File: src/rtl/heater_ctrl.sv
// Soft-start heater controller: ramps PWM duty toward a goal, holds the heater's
// error-clear through pipeline fill, and latches FAULT once enough errors are counted.
module heater_ctrl #(
    parameter int PWM_BITS      = 8,
    parameter int RAMP_DIV      = 256,
    parameter int SETTLE_CYCLES = 2500,
    parameter int ERR_LIMIT     = 4,
    parameter int CNT_BITS      = 16
) (
    input  logic                clk,
    input  logic                rst,
    input  logic                run,
    input  logic [PWM_BITS-1:0] target_duty,
    input  logic                clear,
    input  logic                heater_error,
    output logic                heater_enable,
    output logic                heater_err_clear,
    output logic [PWM_BITS-1:0] duty_now,
    output logic [2:0]          state,
    output logic [CNT_BITS-1:0] err_count,
    output logic                fault
);

    localparam int STEP_BITS   = (RAMP_DIV > 1) ? $clog2(RAMP_DIV) : 1;
    localparam int SETTLE_BITS = (SETTLE_CYCLES > 0) ? $clog2(SETTLE_CYCLES + 1) : 1;

    localparam logic [2:0] S_IDLE      = 3'd0;
    localparam logic [2:0] S_RAMP_UP   = 3'd1;
    localparam logic [2:0] S_HOLD      = 3'd2;
    localparam logic [2:0] S_RAMP_DOWN = 3'd3;
    localparam logic [2:0] S_FAULT     = 3'd4;

    logic [PWM_BITS-1:0]    pwm_cnt;
    logic [PWM_BITS-1:0]    goal;
    logic [PWM_BITS-1:0]    duty_next;
    logic [STEP_BITS-1:0]   step_cnt;
    logic [SETTLE_BITS-1:0] settle_cnt;
    logic [SETTLE_BITS-1:0] settle_next;
    logic [2:0]             state_next;
    logic                   err_prev;
    logic                   active;
    logic                   step_wrap;
    logic                   count_event;
    logic                   limit_hit;
    logic                   err_clear_next;

    assign active      = (state == S_RAMP_UP) || (state == S_HOLD) || (state == S_RAMP_DOWN);
    assign goal        = run ? target_duty : '0;
    assign step_wrap   = active && (step_cnt == STEP_BITS'(RAMP_DIV - 1));
    // Only edges seen while the heater flag is armed count; clear beats a coincident edge.
    assign count_event = heater_error && !err_prev && !heater_err_clear && !clear;
    assign limit_hit   = err_count >= CNT_BITS'(ERR_LIMIT);

    always_comb begin
        state_next = state;
        case (state)
            S_IDLE: begin
                if (run) state_next = S_RAMP_UP;
            end
            S_RAMP_UP, S_HOLD, S_RAMP_DOWN: begin
                if (limit_hit)
                    state_next = S_FAULT;
                else if (!run)
                    state_next = (state == S_RAMP_DOWN && duty_now == '0) ? S_IDLE : S_RAMP_DOWN;
                else if (duty_now == goal)
                    state_next = S_HOLD;
                else
                    state_next = S_RAMP_UP;
            end
            S_FAULT: begin
                if (clear && !run) state_next = S_IDLE;
            end
            default: state_next = S_IDLE;
        endcase
    end

    always_comb begin
        duty_next = duty_now;
        if (!active || state_next == S_FAULT)
            duty_next = '0;
        else if (step_wrap && duty_now < goal)
            duty_next = duty_now + PWM_BITS'(1);
        else if (step_wrap && duty_now > goal)
            duty_next = duty_now - PWM_BITS'(1);
    end

    // Settle window opens only on leaving IDLE; RAMP_DOWN -> RAMP_UP reuses whatever remains.
    always_comb begin
        settle_next = '0;
        if (state == S_IDLE && state_next == S_RAMP_UP)
            settle_next = SETTLE_BITS'(SETTLE_CYCLES);
        else if (settle_cnt != '0)
            settle_next = settle_cnt - SETTLE_BITS'(1);
    end

    assign err_clear_next = (state_next == S_IDLE) || (state_next == S_FAULT) ||
                            (settle_next != '0) || count_event;

    always_ff @(posedge clk or posedge rst) begin
        if (rst) begin
            pwm_cnt          <= '0;
            step_cnt         <= '0;
            settle_cnt       <= '0;
            duty_now         <= '0;
            state            <= S_IDLE;
            err_count        <= '0;
            err_prev         <= 1'b0;
            fault            <= 1'b0;
            heater_enable    <= 1'b0;
            heater_err_clear <= 1'b1;
        end else begin
            pwm_cnt          <= pwm_cnt + PWM_BITS'(1);
            step_cnt         <= (active && !step_wrap) ? step_cnt + STEP_BITS'(1) : '0;
            settle_cnt       <= settle_next;
            duty_now         <= duty_next;
            state            <= state_next;
            err_prev         <= heater_error;
            fault            <= (state_next == S_FAULT);
            heater_enable    <= active && (pwm_cnt < duty_now);
            heater_err_clear <= err_clear_next;
            if (clear)
                err_count <= '0;
            else if (count_event && err_count != '1)
                err_count <= err_count + CNT_BITS'(1);
        end
    end

endmodule

File: config.mk
export PLATFORM = sky130hd
export DESIGN_NAME = heater_ctrl
export DESIGN_NICKNAME = d
export VERILOG_FILES = /design/src/rtl/heater_ctrl.sv
export SDC_FILE = /design/constraint.sdc
export NUM_CORES = 1
export LEC_CHECK = 0
export CAP_MARGIN = 20
export CORE_MARGIN = 2
export CORE_UTILIZATION = 55
export CTS_CLUSTER_SIZE = 30
export DETAILED_ROUTE_END_ITERATION = 16
export PLACE_DENSITY_LB_ADDON = 0.1
export SLEW_MARGIN = 20
export SYNTH_ARGS = -nofsm -noshare
export SYNTH_HDL_FRONTEND = slang
export SYNTH_SLANG_ARGS = --single-unit
File: constraint.sdc
create_clock -name clk -period 4.25 [get_ports clk]
set_input_delay 0.6375 -clock clk [delete_from_list [all_inputs] [get_ports clk]]
set_output_delay 0.6375 -clock clk [all_outputs]
set_load 0.01 [all_outputs]
# After elaboration in Yosys (flattened, before gate mapping)
# Cells that the tools add are included.
word_totals:
  elab_cells: 77
  inputBits: 13
  regBits: 59
  out_inout_bits: 30
classes:
  eq_ne: 9
  n_reduce_logical: 32
  n_mux: 16
  order_cmp: 4
  n_addsub: 6
op_table:
  columns: ["op", "n"]
  rows:
  - ["$mux W8", 5]
  - ["$mux W16", 2]
  - ["$add A8 B1 Y8 const B", 3]
  - ["$mux W12", 2]
  - ["$reduce_bool A12 Y1", 2]
  - ["$add A16 B1 Y16 const B", 1]
  - ["$ge A16 B3 Y1 const B", 1]
  - ["$lt A8 B8 Y1", 2]
  - ["$ne A16 B16 Y1 const B", 1]
  - ["$logic_and A1 B1 Y1", 12]
  - ["$sub A12 B1 Y12 const B", 1]
  - ["$mux W3", 3]
  - ["$pmux W3 S3", 1]
  - ["$eq A8 B8 Y1", 1]
  - ["$eq A8 B8 Y1 const B", 1]
  - ["$gt A8 B8 Y1", 1]
  - ["$logic_not A8 Y1", 1]
  - ["$sub A8 B1 Y8 const B", 1]
  - ["$eq A3 B1 Y1 const B", 2]
  - ["$eq A3 B2 Y1 const B", 2]
  - ["$eq A3 B3 Y1 const B", 2]
  - ["$logic_not A1 Y1", 6]
  - ["$logic_not A3 Y1", 2]
  - ["$logic_or A1 B1 Y1", 6]
  - ["other kinds (4)", 6]

# Logic depth before layout (Yosys ltp)
# Gate-level depths: netlist of the first run.
depth:
  depth_word: 12
  depth_mapped: 15
  mapped_depth_nobuf: 14

# Least setup slack after synthesis of the first run
# No wires, ideal clock.
synth_timing:
  path_kind: "input port to flip-flop"
  from: "in run"
  to: "reg duty_now[7]"
  path_slack_ns: 0.366
  required_time_ns: 4.171
  stages: 14
  arrival_time_ns: 3.805
  cell_sequence: "clkbuf_1 -> nand2_1 -> ha_1 -> nor2b_1 -> o211ai_1 -> a21oi_1 -> or3_1 -> ha_1 -> and3_1 -> a221o_1 -> o41ai_1 -> o31ai_1 -> a211oi_2 -> mux2i_1"
synth_between:
  elab_chain_len: 9
synth_rtl:
  columns: ["element", "line_no", "source"]
  rows:
  - ["start, declared", "12", "input logic run,"]
  - ["$mux W8", "48", "assign goal = run ? target_duty : '0;"]
  - ["$eq A8 B8 Y1", "65", "else if (duty_now == goal)"]
  - ["$mux W2", "65", null]
  - ["$mux W2", "63", "else if (!run)"]
  - ["$mux W3", "61", "if (limit_hit)"]
  - ["$pmux W3 S3", "56", "case (state)"]
  - ["$eq A3 B3 Y1", "79", "if (!active || state_next == S_FAULT)"]
  - ["$logic_or A1 B1 Y1", "79", null]
  - ["$reduce_bool A3 Y1 (no line) / $mux W8 (equally long branches)", null, null]
  - ["end signal, assigned", "115", "duty_now <= duty_next;"]
  - ["end, declared", "18", "output logic [PWM_BITS-1:0] duty_now,"]
# Several ways; a longest one is shown, not always the timed one.
# A chain may end at the register's enable or synchronous reset.

# Worst setup path in the final report of the first run
# Ends and elaborated chain as after synthesis.

==> results.json, run 1 <==
{
  "num_rows": 29,
  "wl_mm": 7.45,
  "clock_path_buffers": 2,
  "cts_hold_buffers": 0,
  "nets": 466,
  "p_leak_uw": 0.00180,
  "hold_viol": 0,
  "synth-edff-count": 0,
  "slew_viol_final": 0,
  "rsz0062_at_grt": "no",
  "dp_hpwl_mm": 5.50,
  "syn_avg_cell_area_um2": 9.39,
  "powerDensity_nw_per_um2": 346,
  "core_um2": 6240,
  "crit_type": "primary input to register",
  "antenna_found_initial": 0,
  "chipHeight_um": 83.7,
  "routabilityCongestion": 0.838,
  "cts-resized-gates": 0,
  "dr.pass1.iters": 4,
  "yosys_register_bits": 59,
  "timing.fmax_ghz": 0.256,
  "grt_first_pass_wirelength_mm": 13.1,
  "yosys_warnings": 0,
  "clock_skew_ps": 12.6,
  "worst_pin_slew_ps": 792,
  "clk_latency_ps": 340,
  "post-cts-setup-buffers": 0,
  "grt_overflow": 0,
  "synth_top_area_frac": 0.415,
  "start_util": 0.560,
  "min_path_type": "register to register",
  "syn-cell-area_um2": 3490,
  "antennaDiodeCount": 0,
  "yosysTopAreaCell": "dfrtp_1",
  "area_growth_pct": 20.0,
  "path_max_fanout": 10,
  "post-route-period-util": 0.920,
  "wl_per_cell_um": 14.7,
  "crit_path_start_kind": "primary input",
  "drt_iter0_drc": 138,
  "cp.arrival_ps": 4160,
  "cts_sinks": 59,
  "stdcell_count": 507,
  "ir_drop_v": 0.000350,
  "ctsHtreeMaxLevel": 3,
  "async_reset_ff_frac": 1.00,
  "cts_root_buffer": "clkbuf_8",
  "final_core_util": 0.672,
  "synth_cell_type_count": 50,
  "grt_max_degree": 40,
  "route.detailed.drc": 0,
  "fin_hold_ws_ps": 486,
  "ant_nets": 0,
  "num_vias": 2934,
  "cts_tree": "done",
  "ys_seq_area_frac": 0.423,
  "grt_pass1_vias": 2926,
  "design_area_um2": 4190,
  "crit_required_ps": 4500,
  "placed_area_um2": 4020,
  "die-area_um2": 7000,
  "placed_cells": 491,
  "clkTransAtPathRegs_ps": 60,
  "layout-drive-gt1-share": 0.0721,
  "period_minus_slack_ps": 3910,
  "synthCells": 372,
  "cap_violations": 0,
  "numCtsBuffers": 9,
  "syn-num-nets": 413,
  "port_buffers": 42,
  "via_per_inst": 5.79,
  "outcome": "finished clean",
  "synthFlopType": "dfrtp_1",
  "grt_usage": 0.231,
  "synthTopCellsByArea": "dfrtp_1, ha_1, nor2_1",
  "top_level_ports": 43,
  "setup_viol": 0,
  "die_width_um": 83.7,
  "timing.slew.headroom": 0.468,
  "end_kind": "register"
}
==> through the flow <==
stage          setup WS, ps  power [uW]  setup TNS [ps]
5_1_grt                89.0        1540               0
4_1_cts                 237        1460               0
6_report                339        1450               0
2_1_floorplan           366         935               0
3_5_place_dp          -88.2        1030           -88.2
3_3_place_gp           34.9        1010               0
==> layout by cell type, fill, tap and decap left out, types with 4 or more instances in the layout <==
cell type	instances
dfrtp_1	58
clkdlybuf4s50_1	42
nor2_1	41
ha_1	27
nand2_1	26
inv_1	22
nand3_1	21
o21ai_0	20
xnor2_1	17
a21oi_1	14
xor2_1	13
nor3_1	12
nand4_1	10
clkbuf_8	9
nor4_1	7
buf_4	7
and3_1	6
nor2b_1	5
mux2i_1	5
a21o_1	4
or3_1	4
nand2b_1	4
==> report_power, final <==
group | total [uW] | switching, uW | internal, uW
combinational | 322 | 187 | 135
clock | 434 | 224 | 209
sequential | 695 | 66.1 | 629
==> sequential cells by signal (all words and copies together) (netlist names) <==
name              flops
pwm_cnt               8
state                 3
step_cnt              8
duty_now              8
settle_cnt           12
heater_err_clear      1
err_prev              1
heater_enable         1
fault                 1
err_count            16
==> cell families after synthesis <==
group                    after synthesis  share of synthesized area
buffers and inverters                 30                     0.0365
adder cells (fa/ha/maj)               28                      0.102
XOR/XNOR                              30                     0.0752
multiplexers                           6                     0.0176
AND/OR/NAND/NOR                      155                      0.227
AO/OA/AOI/OAI                         64                      0.118
flip-flops                            59                      0.423
==> worst paths after layout <==
| kind | startpoint | end | slack (ps) | cells past startpoint |
|---|---|---|---|---|
| max | run | duty_now[7] | 340 | 14 |
| min | step_cnt[0] | step_cnt[0] | 490 | 1 |
| max reg2reg | state[2] | duty_now[7] | 620 | 10 |
| min reg2reg | step_cnt[0] | step_cnt[0] | 490 | 1 |
| max in group asynchronous | rst | heater_err_clear | 2640 | 3 |
| min in group asynchronous | rst | step_cnt[2] | 770 | 2 |
==> layer usage <==
layer,routed length [um],vias to the layer above,GRT usage
li1,-,1426,-
met1,3490,1414,0.317
met2,3460,79,0.366
met3,377,15,0.0435
met4,124,0,0.0850
met5,0,-,0
==> Yosys cell counts (6+ instances only) <==
cell type	number
and3_1	6
nor2_1	41
nor4_1	7
inv_1	23
dfrtp_1	58
nand2_1	26
a21oi_1	14
ha_1	27
nand3_1	21
nand4_1	10
xnor2_1	17
o21ai_0	20
xor2_1	13
nor3_1	12
==> area by class of cell <==
class                           instances  area (um2)
Inverter                               23        86.3
Timing Repair Buffer                   49         473
Multi-Input combinational cell        283        1900
Clock inverter                          5        32.5
Fill cell                             538        2050
Tap cell                               77        96.3
Sequential cell                        59        1480
Clock buffer                           11         131
==> critical path, stage by stage <==
cell and delay (ps):
clkdlybuf4s50_1 510, buf_4 180, nand2_1 60, ha_1 320
a21oi_1 150, o21ai_0 120, or3_1 430, ha_1 360
and3_1 190, a221o_1 340, o41ai_2 260, o31ai_1 140
a211oi_2 260, mux2i_1 200
(Power assumes the default switching activity.)
==> run 2: changes to the inputs <==
--- a/config.mk
+++ b/config.mk
@@ -8,8 +8,8 @@
 export CAP_MARGIN = 20
 export CORE_MARGIN = 2
 export CORE_UTILIZATION = 55
-export CTS_CLUSTER_SIZE = 30
 export DETAILED_ROUTE_END_ITERATION = 16
+export MAX_ROUTING_LAYER = met4
 export PLACE_DENSITY_LB_ADDON = 0.1
 export SLEW_MARGIN = 20
 export SYNTH_ARGS = -nofsm -noshare
==> run 2 against run 1 <==
Non-clock buffer count unchanged. Sequential cell count stayed put. Largest power group unchanged. Clock skew up 0.97 ps. Clock power about the same. Critical endpoint unchanged. Die area did not move.
==> results.json, run 2 (synthesized netlist as in run 1, its figures left out) <==
{
  "outcome": "finished clean",
  "post-cts-setup-buffers": 0,
  "antenna_found_initial": 0,
  "setup_viol": 0,
  "post-route-period-util": 0.923,
  "switching_share": 0.329,
  "power.share.clock": 0.299,
  "layout_common_cells": "dfrtp_1, clkdlybuf4s50_1, nor2_1",
  "grt_usage": 0.237,
  "die-area_um2": 7000,
  "num_rows": 29,
  "cts_root_buffer": "clkbuf_8",
  "end_kind": "register",
  "path_max_fanout": 10,
  "hold_viol": 0,
  "largestRegisters": "err_count: 16 flops, settle_cnt: 12 flops",
  "grt_max_degree": 40,
  "ctsHtreeMaxLevel": 3,
  "final_common_cell": "dfrtp_1",
  "core_um2": 6240,
  "timing.fmax_ghz": 0.255,
  "fin_hold_ws_ps": 486,
  "crit_required_ps": 4500,
  "drt_iter0_drc": 141,
  "min_path_type": "register to register",
  "num_vias": 2915,
  "port_buffers": 42,
  "grt_overflow": 0,
  "dp_hpwl_mm": 5.50,
  "antennaDiodeCount": 0,
  "route.detailed.drc": 0,
  "crit_path_start_kind": "primary input",
  "crit_type": "primary input to register",
  "pre_cts_ws_ps": -88.2,
  "routabilityCongestion": 0.851,
  "clock_path_buffers": 2,
  "layout-drive-gt1-share": 0.0721,
  "clock_skew_ps": 13.5,
  "fillers": 538,
  "period_minus_slack_ps": 3920,
  "slew_viol_final": 0,
  "grt_first_pass_wirelength_mm": 13.1,
  "internal_power_uw": 974,
  "ant_nets": 0,
  "clk_latency_ps": 340,
  "top_level_ports": 43,
  "wl_per_cell_um": 14.7,
  "chipHeight_um": 83.7,
  "power_frac_comb": 0.222,
  "rsz0062_at_grt": "no",
  "regToRegSetupSlack_ps": 610,
  "die_width_um": 83.7,
  "final_core_util": 0.672,
  "largest_reg_flops": 16,
  "start_util": 0.560,
  "power_uw": 1450,
  "cts-resized-gates": 0,
  "cts_hold_buffers": 0,
  "power.switching_uw": 477,
  "p_leak_uw": 0.00180,
  "ir_drop_v": 0.000350,
  "setup_ws_ps": 329,
  "via_per_inst": 5.75,
  "cts_sinks": 59,
  "cap_violations": 0,
  "powerDensity_nw_per_um2": 346,
  "wl_mm": 7.44,
  "nets": 466,
  "dr.pass1.iters": 4,
  "cts_tree": "done",
  "top_register": "err_count",
  "numCtsBuffers": 9,
  "pwr-share-seq": 0.480,
  "cp.arrival_ps": 4170,
  "timing.slew.headroom": 0.467,
  "worst_pin_slew_ps": 794,
  "grt_pass1_vias": 2929,
  "clkTransAtPathRegs_ps": 60,
  "area_growth_pct": 20.0
}
run 2: final cells by class:
type                            instances  area (um2)  share of cell area
Sequential cell                        59        1480               0.352
Tap cell                               77        96.3              0.0230
Multi-Input combinational cell        283        1900               0.452
Timing Repair Buffer                   49         473               0.113
Clock inverter                          5        32.5             0.00776
Clock buffer                           11         131              0.0313
Inverter                               23        86.3              0.0206
run 2: final timing paths:
kind | from | endpoint | depth (start not counted)
setup / recovery | run | duty_now[7] | 14
hold / removal | step_cnt[0] | step_cnt[0] | 1
setup reg to reg | state[2] | duty_now[7] | 10
hold reg to reg | step_cnt[0] | step_cnt[0] | 1
max in group asynchronous | rst | heater_err_clear | 3
min in group asynchronous | rst | step_cnt[2] | 2
run 2: per-layer routing:
layer | up-vias | wire length, um | global-route usage
met3 | 15 | 338 | 0.0425
met2 | 77 | 3440 | 0.366
met1 | 1396 | 3530 | 0.317
met4 | 0 | 132 | 0.0850
li1 | 1427 | - | -
met5 | - | 0 | -
run 2: power by group through the flow:
| stage | Combinational, uW | Sequential, uW | Clock (uW) |
|---|---|---|---|
| floorplan | 241 | 695 | 0 |
| global placement | 312 | 703 | 0 |
| detailed placement | 321 | 705 | 0 |
| CTS | 325 | 695 | 443 |
| global route | 366 | 707 | 466 |
| finish | 322 | 696 | 433 |
run 2: per-stage QoR:
| stage | TNS (ps) | instances | instance area [um2] |
|---|---|---|---|
| after detailed placement | -88.2 | 491 | 4020 |
| after global routing | 0 | 507 | 4190 |
| after global placement | 0 | 491 | 4020 |
| final | 0 | 507 | 4190 |
| after floorplan | 0 | 372 | 3490 |
| after CTS | 0 | 507 | 4190 |
run 2: critical path: stages:
cell             delay (ps)
clkdlybuf4s50_1         510
buf_4                   180
nand2_1                  60
ha_1                    320
a21oi_1                 150
o21ai_0                 120
or3_1                   430
ha_1                    360
and3_1                  190
a221o_1                 340
o41ai_2                 260
o31ai_1                 150
a211oi_2                260
mux2i_1                 200
